## src/rtl/lab_pkg.sv

```systemverilog
// rtl/lab_pkg.sv - shared debounce state encoding and default timing constant
package lab_pkg;

    // Debounce FSM states; bit 1 doubles as the accepted level.
    typedef enum logic [1:0] {
        ST_LOW      = 2'b00,
        ST_CHK_HIGH = 2'b01,
        ST_HIGH     = 2'b11,
        ST_CHK_LOW  = 2'b10
    } db_state_e;

    // 1 ms of stability at a 50 MHz system clock.
    localparam int STABLE_CYCLES_DEFAULT = 50000;

endpackage

```

## src/rtl/debounce_channel.sv

```systemverilog
// rtl/debounce_channel.sv - one switch channel: 2-flop synchronizer, stability counter, debounce FSM
module debounce_channel
    import lab_pkg::*;
#(
    parameter int STABLE_CYCLES = STABLE_CYCLES_DEFAULT,
    parameter int CNT_W         = $clog2(STABLE_CYCLES + 1)
) (
    input  logic clk,
    input  logic rst_n,
    input  logic raw,
    output logic level,
    output logic rise,
    output logic fall
);

    // Catch impossible parameterisations while elaborating, not in silicon.
    if (STABLE_CYCLES < 1) begin : g_bad_stable
        $error("debounce_channel: STABLE_CYCLES must be at least 1");
    end
    if (64'(STABLE_CYCLES) > ((64'd1 << CNT_W) - 64'd1)) begin : g_bad_cnt_w
        $error("debounce_channel: CNT_W too narrow to hold STABLE_CYCLES");
    end

    localparam logic [CNT_W-1:0] CNT_LIMIT = CNT_W'(STABLE_CYCLES);
    localparam logic [CNT_W-1:0] CNT_ONE   = CNT_W'(1);

    logic             s1_q, s1_d;
    logic             s2_q, s2_d;
    db_state_e        state_q, state_d;
    logic [CNT_W-1:0] cnt_q, cnt_d;
    logic             level_q, level_d;
    logic             rise_q, rise_d;
    logic             fall_q, fall_d;

    // Next-state logic: synchronizer shift plus the four-state acceptance FSM.
    always_comb begin
        s1_d    = raw;
        s2_d    = s1_q;
        state_d = state_q;
        cnt_d   = cnt_q;
        level_d = level_q;
        rise_d  = 1'b0;
        fall_d  = 1'b0;
        case (state_q)
            ST_LOW: begin
                if (s2_q) begin
                    state_d = ST_CHK_HIGH;
                    cnt_d   = CNT_ONE;
                end else begin
                    cnt_d = '0;
                end
            end
            ST_CHK_HIGH: begin
                if (!s2_q) begin
                    // Bounce shorter than the window: drop it without a trace.
                    state_d = ST_LOW;
                    cnt_d   = '0;
                end else if (cnt_q == CNT_LIMIT) begin
                    state_d = ST_HIGH;
                    level_d = 1'b1;
                    rise_d  = 1'b1;
                    cnt_d   = '0;
                end else begin
                    cnt_d = cnt_q + CNT_ONE;
                end
            end
            ST_HIGH: begin
                if (!s2_q) begin
                    state_d = ST_CHK_LOW;
                    cnt_d   = CNT_ONE;
                end else begin
                    cnt_d = '0;
                end
            end
            ST_CHK_LOW: begin
                if (s2_q) begin
                    state_d = ST_HIGH;
                    cnt_d   = '0;
                end else if (cnt_q == CNT_LIMIT) begin
                    state_d = ST_LOW;
                    level_d = 1'b0;
                    fall_d  = 1'b1;
                    cnt_d   = '0;
                end else begin
                    cnt_d = cnt_q + CNT_ONE;
                end
            end
            default: begin
                state_d = ST_LOW;
                cnt_d   = '0;
                level_d = 1'b0;
            end
        endcase
    end

    // State and registered outputs; reset drops any half-qualified candidate.
    always_ff @(posedge clk) begin
        if (!rst_n) begin
            s1_q    <= 1'b0;
            s2_q    <= 1'b0;
            state_q <= ST_LOW;
            cnt_q   <= '0;
            level_q <= 1'b0;
            rise_q  <= 1'b0;
            fall_q  <= 1'b0;
        end else begin
            s1_q    <= s1_d;
            s2_q    <= s2_d;
            state_q <= state_d;
            cnt_q   <= cnt_d;
            level_q <= level_d;
            rise_q  <= rise_d;
            fall_q  <= fall_d;
        end
    end

    assign level = level_q;
    assign rise  = rise_q;
    assign fall  = fall_q;

endmodule

```

## src/rtl/button_conditioner.sv

```systemverilog
// rtl/button_conditioner.sv - two independent debounced switch channels feeding the a/b lab inputs
module button_conditioner
    import lab_pkg::*;
#(
    parameter int STABLE_CYCLES = STABLE_CYCLES_DEFAULT,
    parameter int CNT_W         = $clog2(STABLE_CYCLES + 1)
) (
    input  logic clk,
    input  logic rst_n,
    input  logic a_raw,
    input  logic b_raw,
    output logic a_level,
    output logic b_level,
    output logic a_rise,
    output logic a_fall,
    output logic b_rise,
    output logic b_fall
);

    debounce_channel #(
        .STABLE_CYCLES (STABLE_CYCLES),
        .CNT_W         (CNT_W)
    ) u_chan_a (
        .clk   (clk),
        .rst_n (rst_n),
        .raw   (a_raw),
        .level (a_level),
        .rise  (a_rise),
        .fall  (a_fall)
    );

    debounce_channel #(
        .STABLE_CYCLES (STABLE_CYCLES),
        .CNT_W         (CNT_W)
    ) u_chan_b (
        .clk   (clk),
        .rst_n (rst_n),
        .raw   (b_raw),
        .level (b_level),
        .rise  (b_rise),
        .fall  (b_fall)
    );

endmodule

```

## config.mk

```make
export PLATFORM = sky130hd
export DESIGN_NAME = button_conditioner
export DESIGN_NICKNAME = d
export VERILOG_FILES = /design/src/rtl/lab_pkg.sv /design/src/rtl/debounce_channel.sv /design/src/rtl/button_conditioner.sv
export SDC_FILE = /design/constraint.sdc
export NUM_CORES = 1
export LEC_CHECK = 0
export ABC_AREA = 1
export BUFFER_PORTS_ARGS = -buffer_cell sky130_fd_sc_hd__buf_2
export CAP_MARGIN = 20
export CELL_PAD_IN_SITES_DETAIL_PLACEMENT = 0
export CELL_PAD_IN_SITES_GLOBAL_PLACEMENT = 2
export CORE_MARGIN = 5
export CORE_UTILIZATION = 38
export CTS_CLUSTER_SIZE = 20
export DETAILED_ROUTE_END_ITERATION = 7
export GPL_TIMING_DRIVEN = 1
export PLACE_DENSITY = 0.83
export RECOVER_POWER = 50
export SETUP_SLACK_MARGIN = 0.05
export SLEW_MARGIN = 15
export SYNTH_ARGS = -nofsm -noshare
export SYNTH_HDL_FRONTEND = slang
export SYNTH_SLANG_ARGS = --single-unit
```

## constraint.sdc

```tcl
create_clock -name clk -period 3.2 [get_ports clk]
set_clock_uncertainty 0.2 [all_clocks]
set_input_delay 0.48 -clock clk [delete_from_list [all_inputs] [get_ports clk]]
set_output_delay 0.48 -clock clk [all_outputs]
set_load 0.005 [all_outputs]
```

==> flow_summary.toml, run 1 <==
[power]
p_leak_nw = 1.03
peakVddDrop_v = 0.000259
power.density_nw_per_um2 = 536
cell_internal_pwr_mw = 0.937
switching_share_pct = 33.6
power.switching_mw = 0.473
power_frac_seq_pct = 46.1
clkPwrFrac_pct = 26.3
finalPower_mw = 1.41
p_comb_share_pct = 27.6

[critical_path]
start_kind = "input pin"
cp-end-kind = "register"
crit_slowest_cell = "clkbuf_1"
slowest_delay_ps = 480
cp_max_fo = 13
crit_chain = "clkbuf_1 -> inv_1 -> nor2_1 -> nand2_1 -> nor2_1 -> o21a_1"
critPathArrivalTime_ps = 2080
cp.required_ps = 3240
crit_type = "in2reg"
path_common_cell = "nor2_1"

[synthesis]
synth_area_um2 = 2450
avgSynthCellArea_um2 = 6.99
ys_warn_count = 0
syn_inst = 350
ys_seq_area_share_pct = 37.6
synth_nets = 367
synth-seq-cells = 46
synth.distinct_cells = 31

[route]
wire_per_inst_um = 11.3
num_vias = 2030
drt-pass1-iter-count = 4
drtIter0Drc = 52
drt_wl_total_mm = 4.97
postRouteAntennaNets = 0
drcViolationCount = 0
vias_per_cell = 4.62

[timing]
slew_violations = 0
hold_viol = 0
timing.setup.tns_ps = 0
slew_headroom_pct = 56.7
fin_crit_sh_pct = 63.6
fmax_mhz = 491
rsz0062_at_grt = "false"
setup_viol = 0
min_period_ps = 2040
tightest_slew_ps = 650

[floorplan]
start_util_pct = 38.8
placementRows = 29
fp.dieW_um = 90.3
die_h_um = 90.3
core_region_area_um2 = 6310
dieArea_um2 = 8150
ioPinCount = 10

[global_routing]
grt_max_degree = 16
met2_usage_pct = 21.5
grt_pass1_wl_mm = 8.82
use_met3_pct = 2.75
top_usage_layer = "met2"
antenna_found_initial = 0
grt_pass1_vias = 1984
grtUsageMet1_pct = 16.5
overflow = 0
grt_use_total_pct = 12.8

[cts]
cts_buffers = 5
hold_buffers = 0
worstSkewPairLatency_ps = 290
clock_sinks = 46
cts_tree = "yes"
clock_tree.buffer_depth = 2
post_cts_resized = 0
root_buffer = "clkbuf_8"
htreeDepth = 2
path_clk_slew_ps = 80
postCtsSetupRepairBufs = 0

[hold_path]
hp-class = "in2reg"

[placement]
dp_hpwl_mm = 3.81
place.gp.congestion = 0.783
portBuffers = 9

[status]
status = "finished, final reports clean"

[final_layout]
nets = 378
antennaDiodeCount = 0
fin_util_pct = 41.7
drive_gt1_share_pct = 6.35
area_delta_synth_final_pct = 7.46

[run]
cap_viol_max_count = 0
-- layer usage --
| layer | routed length [um] | vias up |
|---|---|---|
| met2 | 2250 | 22 |
| met5 | 0 | - |
| met1 | 2510 | 878 |
| li1 | - | 1126 |
| met3 | 159 | 4 |
| met4 | 45 | 0 |
-- cell usage after synthesis, drive strengths merged --
master / count / area [um^2]
a21boi: 1 / 7.51
a21oi: 16 / 80.1
a31oi: 1 / 6.26
and3: 1 / 6.26
buf: 3 / 27.5
clkbuf: 2 / 8.75
dfxtp: 46 / 921
ha: 13 / 163
inv: 48 / 180
nand2: 74 / 293
nand3: 17 / 85.1
nand4: 5 / 31.3
nor2: 72 / 280
nor3: 16 / 100
nor3b: 5 / 42.5
nor4: 2 / 12.5
o21a: 3 / 22.5
o21ai: 9 / 45.0
o21bai: 2 / 15.0
o22ai: 1 / 6.26
xnor2: 3 / 26.3
xor2: 10 / 87.6
-- power groups by stage --
stage                     clock network (mW)  registers, mW  logic (mW)
after CTS                              0.392          0.649       0.402
after global routing                   0.418          0.657       0.454
after detailed placement                   0          0.663       0.398
final                                  0.371          0.650       0.389
after floorplan                            0          0.656       0.320
after global placement                     0          0.661       0.413
-- registers in the layout (all words and copies together) (netlist names), 2 cells and up --
name              count
u_chan_a.cnt_q       16
u_chan_b.state_q      2
u_chan_b.cnt_q       16
u_chan_a.state_q      2
-- kinds of logic (layout without fill, tap and decap cells) --
logic type	Yosys count	count (layout)	synth area share, %
simple gates	192	192	34.8
xor+xnor	13	13	4.65
compound gates	33	33	7.46
buf+inv	53	65	8.84
flops	46	46	37.6
fa+ha+maj	13	13	6.65
-- metrics by stage --
stage	cell area (um^2)	setup WS [ps]	std cells	hold slack, ps
floorplan	2450	1590	350	190
finish	2630	1160	439	176
CTS	2640	1330	439	166
global route	2630	962	439	190
detailed placement	2550	1330	431	205
global placement	2550	1350	431	206
-- cells in the final DEF (no fill, tap or decap), types with 5 or more instances in the layout --
master,synthesis,layout
nand2_1,70,72
nor2_1,68,69
inv_1,45,46
dfxtp_1,46,46
nand3_1,17,17
a21oi_1,16,16
ha_1,13,13
nor3_1,12,12
xor2_1,10,10
o21ai_0,8,8
clkbuf_8,0,6
clkbuf_1,1,6
nand4_1,5,5
-- final timing paths --
kind,from,to,slack [ps],cells after the start
worst max register to register,u_chan_b.cnt_q[0],u_chan_b.cnt_q[14],1280,10
worst min register to register,u_chan_a.s1_q,u_chan_a.s2_q,220,2
worst max-delay path,rst_n,u_chan_b.cnt_q[14],1160,6
worst min-delay path,b_raw,u_chan_b.s1_q,180,3
-- worst max-delay path: cells and delay by family --
family / cells / cell delay, ps
simple gates: 3 / 740
buf+inv: 2 / 730
compound gates: 1 / 120
-- final cells by class --
cell class | count | area, um^2
inverter | 48 | 180
fill | 676 | 3680
timing repair buffer | 9 | 38.8
tap | 77 | 96.3
multi-input combinational | 251 | 1300
sequential | 46 | 921
clock inverter | 1 | 5.00
clock buffer | 7 | 86.3
Power figures use the tool's default switching activity.
==> inputs of run 2 (changes only) <==
CORE_UTILIZATION = 35   (was 38)
PLACE_DENSITY = 0.78   (was 0.83)
clock period = 1.95 ns   (was 3.2 ns; I/O delays follow)
==> run 2 against run 1 <==
Global-route usage is 0.47 points lower. Via count is 3.1% higher. Hold slack worse by 64 ps. Largest power group unchanged. Core utilization is 1.6 points lower. Count of clock-buffer cells in the layout stayed put. Combinational power is 77% higher. Clock power is 51% higher. Critical path depth is 1 higher. Critical endpoint unchanged. Register-to-register slack worse by 1100 ps. Cell area is 3.4% higher. First-iteration DRC count is 1.9% lower.
==> flow_summary.toml, run 2 (same netlist as run 1, synthesis figures left out) <==
[status]
status = "finished, final reports clean"

[power]
finalPower_mw = 2.31
power.density_nw_per_um2 = 851
peakVddDrop_v = 0.000501
p_leak_nw = 1.06

[timing]
rsz0062_at_grt = "false"
tightest_slew_ps = 338
fmax_mhz = 578
slew_violations = 0
slew_headroom_pct = 77.4
hold_viol = 0
min_period_ps = 1730
timing.setup.tns_ps = 0
setup_viol = 0
fin_crit_sh_pct = 88.7

[critical_path]
cp_max_fo = 6
r2r.worst_path.cells = 7
path_common_cell = "nor2_1"
start_kind = "register"
r2r_slack_ps = 220
cp_top_family = "simple AND/OR/NAND/NOR gates"
cp-end-kind = "register"
critPathArrivalTime_ps = 1720
cp.required_ps = 1940
crit_type = "reg2reg"
slowest_delay_ps = 390
worstReg2RegEnd = "u_chan_b.cnt_q[14]"
critical_path_buf_inv_count = 0
crit_slowest_cell = "dfxtp_1"
reg2reg_from = "u_chan_b.cnt_q[0]"
crit_chain = "ha_1 -> nand2_1 -> nor2_1 -> nand3_1 -> nor3_1 -> nor2_1 -> o21a_1"

[cts]
root_buffer = "clkbuf_8"
cts_buffers = 5
clock_tree.buffer_depth = 2
clock_sinks = 46
postCtsSetupRepairBufs = 0
path_clk_slew_ps = 80
worstSkewPairLatency_ps = 300
cts_tree = "yes"
htreeDepth = 2

[route]
drt_wl_total_mm = 4.99
vias_per_cell = 4.50
drtIter0Drc = 51
drcViolationCount = 0
num_vias = 2092
wire_per_inst_um = 10.7
postRouteAntennaNets = 0
drt-pass1-iter-count = 4

[hold_path]
hp-class = "in2reg"
min-delay-start = "rst_n"
holdPathEnd = "u_chan_a.state_q[1]"
whs_path_depth = 3

[final_layout]
multiInputGateArea_um2 = 1330
largestRegisters = "u_chan_a.cnt_q (16), u_chan_b.cnt_q (16)"
nFillCells = 728
drive_gt1_share_pct = 8.94
nets = 386
final_cell_mix = "70 x nand2_1, 68 x nor2_1, 45 x inv_1, 45 x dfxtp_1, 17 x nand3_1"
layout_commonest_cell = "nand2_1"
seq_area_um2 = 922
area_delta_synth_final_pct = 11.1
antennaDiodeCount = 0

[global_routing]
antenna_found_initial = 0
grt_pass1_vias = 1989
grt_max_degree = 16
grt_pass1_wl_mm = 8.70
grt_use_total_pct = 12.3
overflow = 0

[floorplan]
dieArea_um2 = 8760
placementRows = 30
die_h_um = 93.6
ioPinCount = 10
core_region_area_um2 = 6790
fp.dieW_um = 93.6
start_util_pct = 36.0

[placement]
place.gp.congestion = 0.744
portBuffers = 9
dp_hpwl_mm = 3.70

[run]
cap_viol_max_count = 0
==> run 2: changes by cell type in the layout (fill, tap and decap cells not counted), moves of 2 or more <==
cell,before,now
buf_4,0,4
ha_2,0,2
nand2_2,1,3
ha_1,13,11
dlygate4sd3_1,0,2
nand2_1,72,70
==> run 2: power breakdown <==
part	leakage (nW)	switching, mW	internal [mW]
registers	0.373	0.0515	1.01
clock network	0.0383	0.315	0.248
logic	0.653	0.429	0.258
==> run 2: worst max-delay path by stage <==
stage | startpoint | endpoint | slack (ps) | depth (start not counted)
floorplan | u_chan_a.state_q[0] | u_chan_a.cnt_q[14] | 340 | 9
global placement | u_chan_a.state_q[1] | u_chan_a.cnt_q[12] | 210 | 8
detailed placement | u_chan_a.state_q[0] | u_chan_a.cnt_q[12] | 170 | 8
CTS | u_chan_a.state_q[0] | u_chan_a.cnt_q[12] | 130 | 8
global route | u_chan_b.cnt_q[0] | u_chan_b.cnt_q[12] | 40 | 7
finish | u_chan_b.cnt_q[0] | u_chan_b.cnt_q[14] | 220 | 7
==> run 2: worst register-to-register path, cell delays in order, from the launching register on <==
cell     delay [ps]
dfxtp_1         390
ha_1            190
nand2_1          70
nor2_1          160
nand3_1         250
nor3_1          200
nor2_1           60
o21a_1          100
==> run 2: timing repair <==
item | 4_1_cts | 5_1_grt
resized for setup | 0 | 7
hold buffers | 2 | 0
endpoints found under the hold margin | 2 | 0
endpoints found under the setup margin | 0 | 10
==> run 2: per-stage QoR <==
step           std cells  util, %  hold WS [ps]  cell area [um^2]  setup slack (ps)
2_1_floorplan        350        -           190              2450               340
3_5_place_dp         455     38.5           199              2610               166
4_1_cts              464     39.9           111              2710               133
3_3_place_gp         455     38.5           193              2610               208
5_1_grt              465     40.0           151              2720              37.5
6_report             465     40.0           112              2720               221
==> run 2: layout make-up <==
class	count	share of cell area, %
multi-input combinational	252	48.8
sequential	46	33.9
inverter	48	6.63
tap	96	4.42
timing repair buffer	16	3.45
clock buffer	7	2.81
==> run 2: per-layer routing <==
metal | wire length (um) | GRT usage [%] | up-vias
li1 | - | - | 1142
met1 | 2430 | 14.8 | 919
met2 | 2360 | 21.5 | 23
met3 | 131 | 2.65 | 8
met4 | 74 | 4.33 | 0
met5 | 0 | 0 | -
==> inputs of run 3 (changes only) <==
CELL_PAD_IN_SITES_DETAIL_PLACEMENT = 1   (was 0)
clock period = 1.8 ns   (was 1.95 ns; I/O delays follow)
==> run 3 against run 2 <==
First-iteration DRC count is 25% higher. Cell area is 9.4% higher. Highest routed layer unchanged. Die area stayed put. Count of clock-buffer cells in the layout is 1 lower. Critical endpoint is now u_chan_a.cnt_q[11]. Register-to-register slack worse by 90 ps. Setup slack worse by 89 ps. Non-clock buffer count is 14 higher. Critical path depth is 4 higher. Largest power group unchanged. Hold slack worse by 6.1 ps. Clock power is 70% higher. Flip-flop and latch count stayed put. Largest cell class unchanged. Global-route usage is 2.6 points higher.
==> flow_summary.toml, run 3 (same netlist as run 1, synthesis figures left out) <==
[global_routing]
overflow = 0
grt_max_degree = 15
grt_pass1_vias = 2295
grt_use_total_pct = 14.9
antenna_found_initial = 0
grt_pass1_wl_mm = 10.5

[critical_path]
start_kind = "register"
crit_type = "reg2reg"
cp-end-kind = "register"
critPathArrivalTime_ps = 1700
cp_max_fo = 8
cp.required_ps = 1830

[final_layout]
final_cell_mix = "68 x nand2_1, 66 x nor2_1, 41 x inv_1"
drive_gt1_share_pct = 19.3
nets = 400
nFillCells = 885
stdcell_count = 480
largestRegisters = "u_chan_a.cnt_q (16), u_chan_b.cnt_q (16)"
antennaDiodeCount = 0
fin_util_pct = 43.8
area_delta_synth_final_pct = 21.5
layout_commonest_cell = "nand2_1"
seq_area_um2 = 931
multiInputGateArea_um2 = 1400

[floorplan]
start_util_pct = 36.0
dieArea_um2 = 8760
ioPinCount = 10
placementRows = 30
die_h_um = 93.6
core_region_area_um2 = 6790
fp.dieW_um = 93.6

[cts]
cts_buffers = 5
htreeDepth = 2
path_clk_slew_ps = 90
cts_tree = "yes"
clock_sinks = 46
root_buffer = "clkbuf_8"
worstSkewPairLatency_ps = 300
clock_tree.buffer_depth = 2

[hold_path]
hp-class = "in2reg"

[power]
finalPower_mw = 3.01
p_leak_nw = 1.17
peakVddDrop_v = 0.000572
power.density_nw_per_um2 = 1010

[route]
num_vias = 2221
drt-pass1-iter-count = 4
wire_per_inst_um = 12.5
drt_wl_total_mm = 5.99
drtIter0Drc = 64
vias_per_cell = 4.63
postRouteAntennaNets = 0
drcViolationCount = 0

[placement]
place.gp.congestion = 0.739
dp_hpwl_mm = 4.40
portBuffers = 9
placed_cells = 467

[timing]
fmax_mhz = 600
fin_crit_sh_pct = 92.7
hold_viol = 0
slew_headroom_pct = 77.8
tightest_slew_ps = 331
slew_violations = 0
setup_viol = 0
min_period_ps = 1670
rsz0062_at_grt = "true"

[run]
cap_viol_max_count = 0

[status]
status = "finished, final reports clean"
## run 3: changes by cell type in the layout (fill, tap and decap cells not counted), sizes merged
| cell | change |
|---|---|
| buf | +13 |
| bufinv | +2 |
## run 3: per-layer routing
metal	global-route usage (%)	vias to the layer above	wire length, um
li1	-	1171	-
met5	0	-	0
met4	4.33	0	94
met1	18.6	1027	2820
met3	2.98	8	111
met2	25.8	15	2970
## run 3: timing repair
item / CTS / global route
endpoints found under the setup margin: 18 / 31
pin swaps: 2 / 6
gates resized for setup: 6 / 28
hold buffers: 2 / 0
hold endpoints to repair: 2 / 0
cloned: 1 / 0
buffers inserted: 0 / 2
## run 3: stage by stage
stage / setup TNS, ps / worst slack [ps] / cell area, um^2 / hold WS (ps)
5_1_grt: -4.48 / -4.48 / 2970 / 142
3_5_place_dp: -98.1 / -32.3 / 2700 / 204
4_1_cts: 0 / 48.3 / 2890 / 90.1
2_1_floorplan: 0 / 190 / 2450 / 168
3_3_place_gp: 0 / 60.0 / 2700 / 196
6_report: 0 / 132 / 2970 / 106
## run 3: worst max-delay path: stages (launching register included)
cell and delay, ps:
dfxtp_2 360, inv_2 50, ha_2 180, nand2_1 60, inv_1 40, nand2_2 70, nor2_4 40, nand2_2 80
nand2_4 60, nor2_4 150, nand2_4 130, nor3b_1 180
## run 3: final cells by class
class                   count  share of cell area, %
inverters                  48                   6.06
repair buffers             30                   6.82
flip-flops and latches     46                   31.3
clock inverters             2                   2.02
clock buffers               6                   2.78
multi-input cells         252                   47.0
well taps                  96                   4.04
## run 3: path summary, 6_finish.rpt
| path | start | endpoint | slack [ps] | depth (start not counted) |
|---|---|---|---|---|
| worst max register to register | u_chan_a.cnt_q[0] | u_chan_a.cnt_q[11] | 130 | 11 |
| worst min-delay path | rst_n | u_chan_a.state_q[1] | 110 | 3 |
| worst max-delay path | u_chan_a.cnt_q[0] | u_chan_a.cnt_q[11] | 130 | 11 |
| worst min register to register | u_chan_b.s1_q | u_chan_b.s2_q | 220 | 2 |
## run 3: power by group
group	switching, mW	internal [mW]
logic	0.525	0.360
registers	0.0679	1.10
clock network	0.361	0.592
total	0.954	2.06
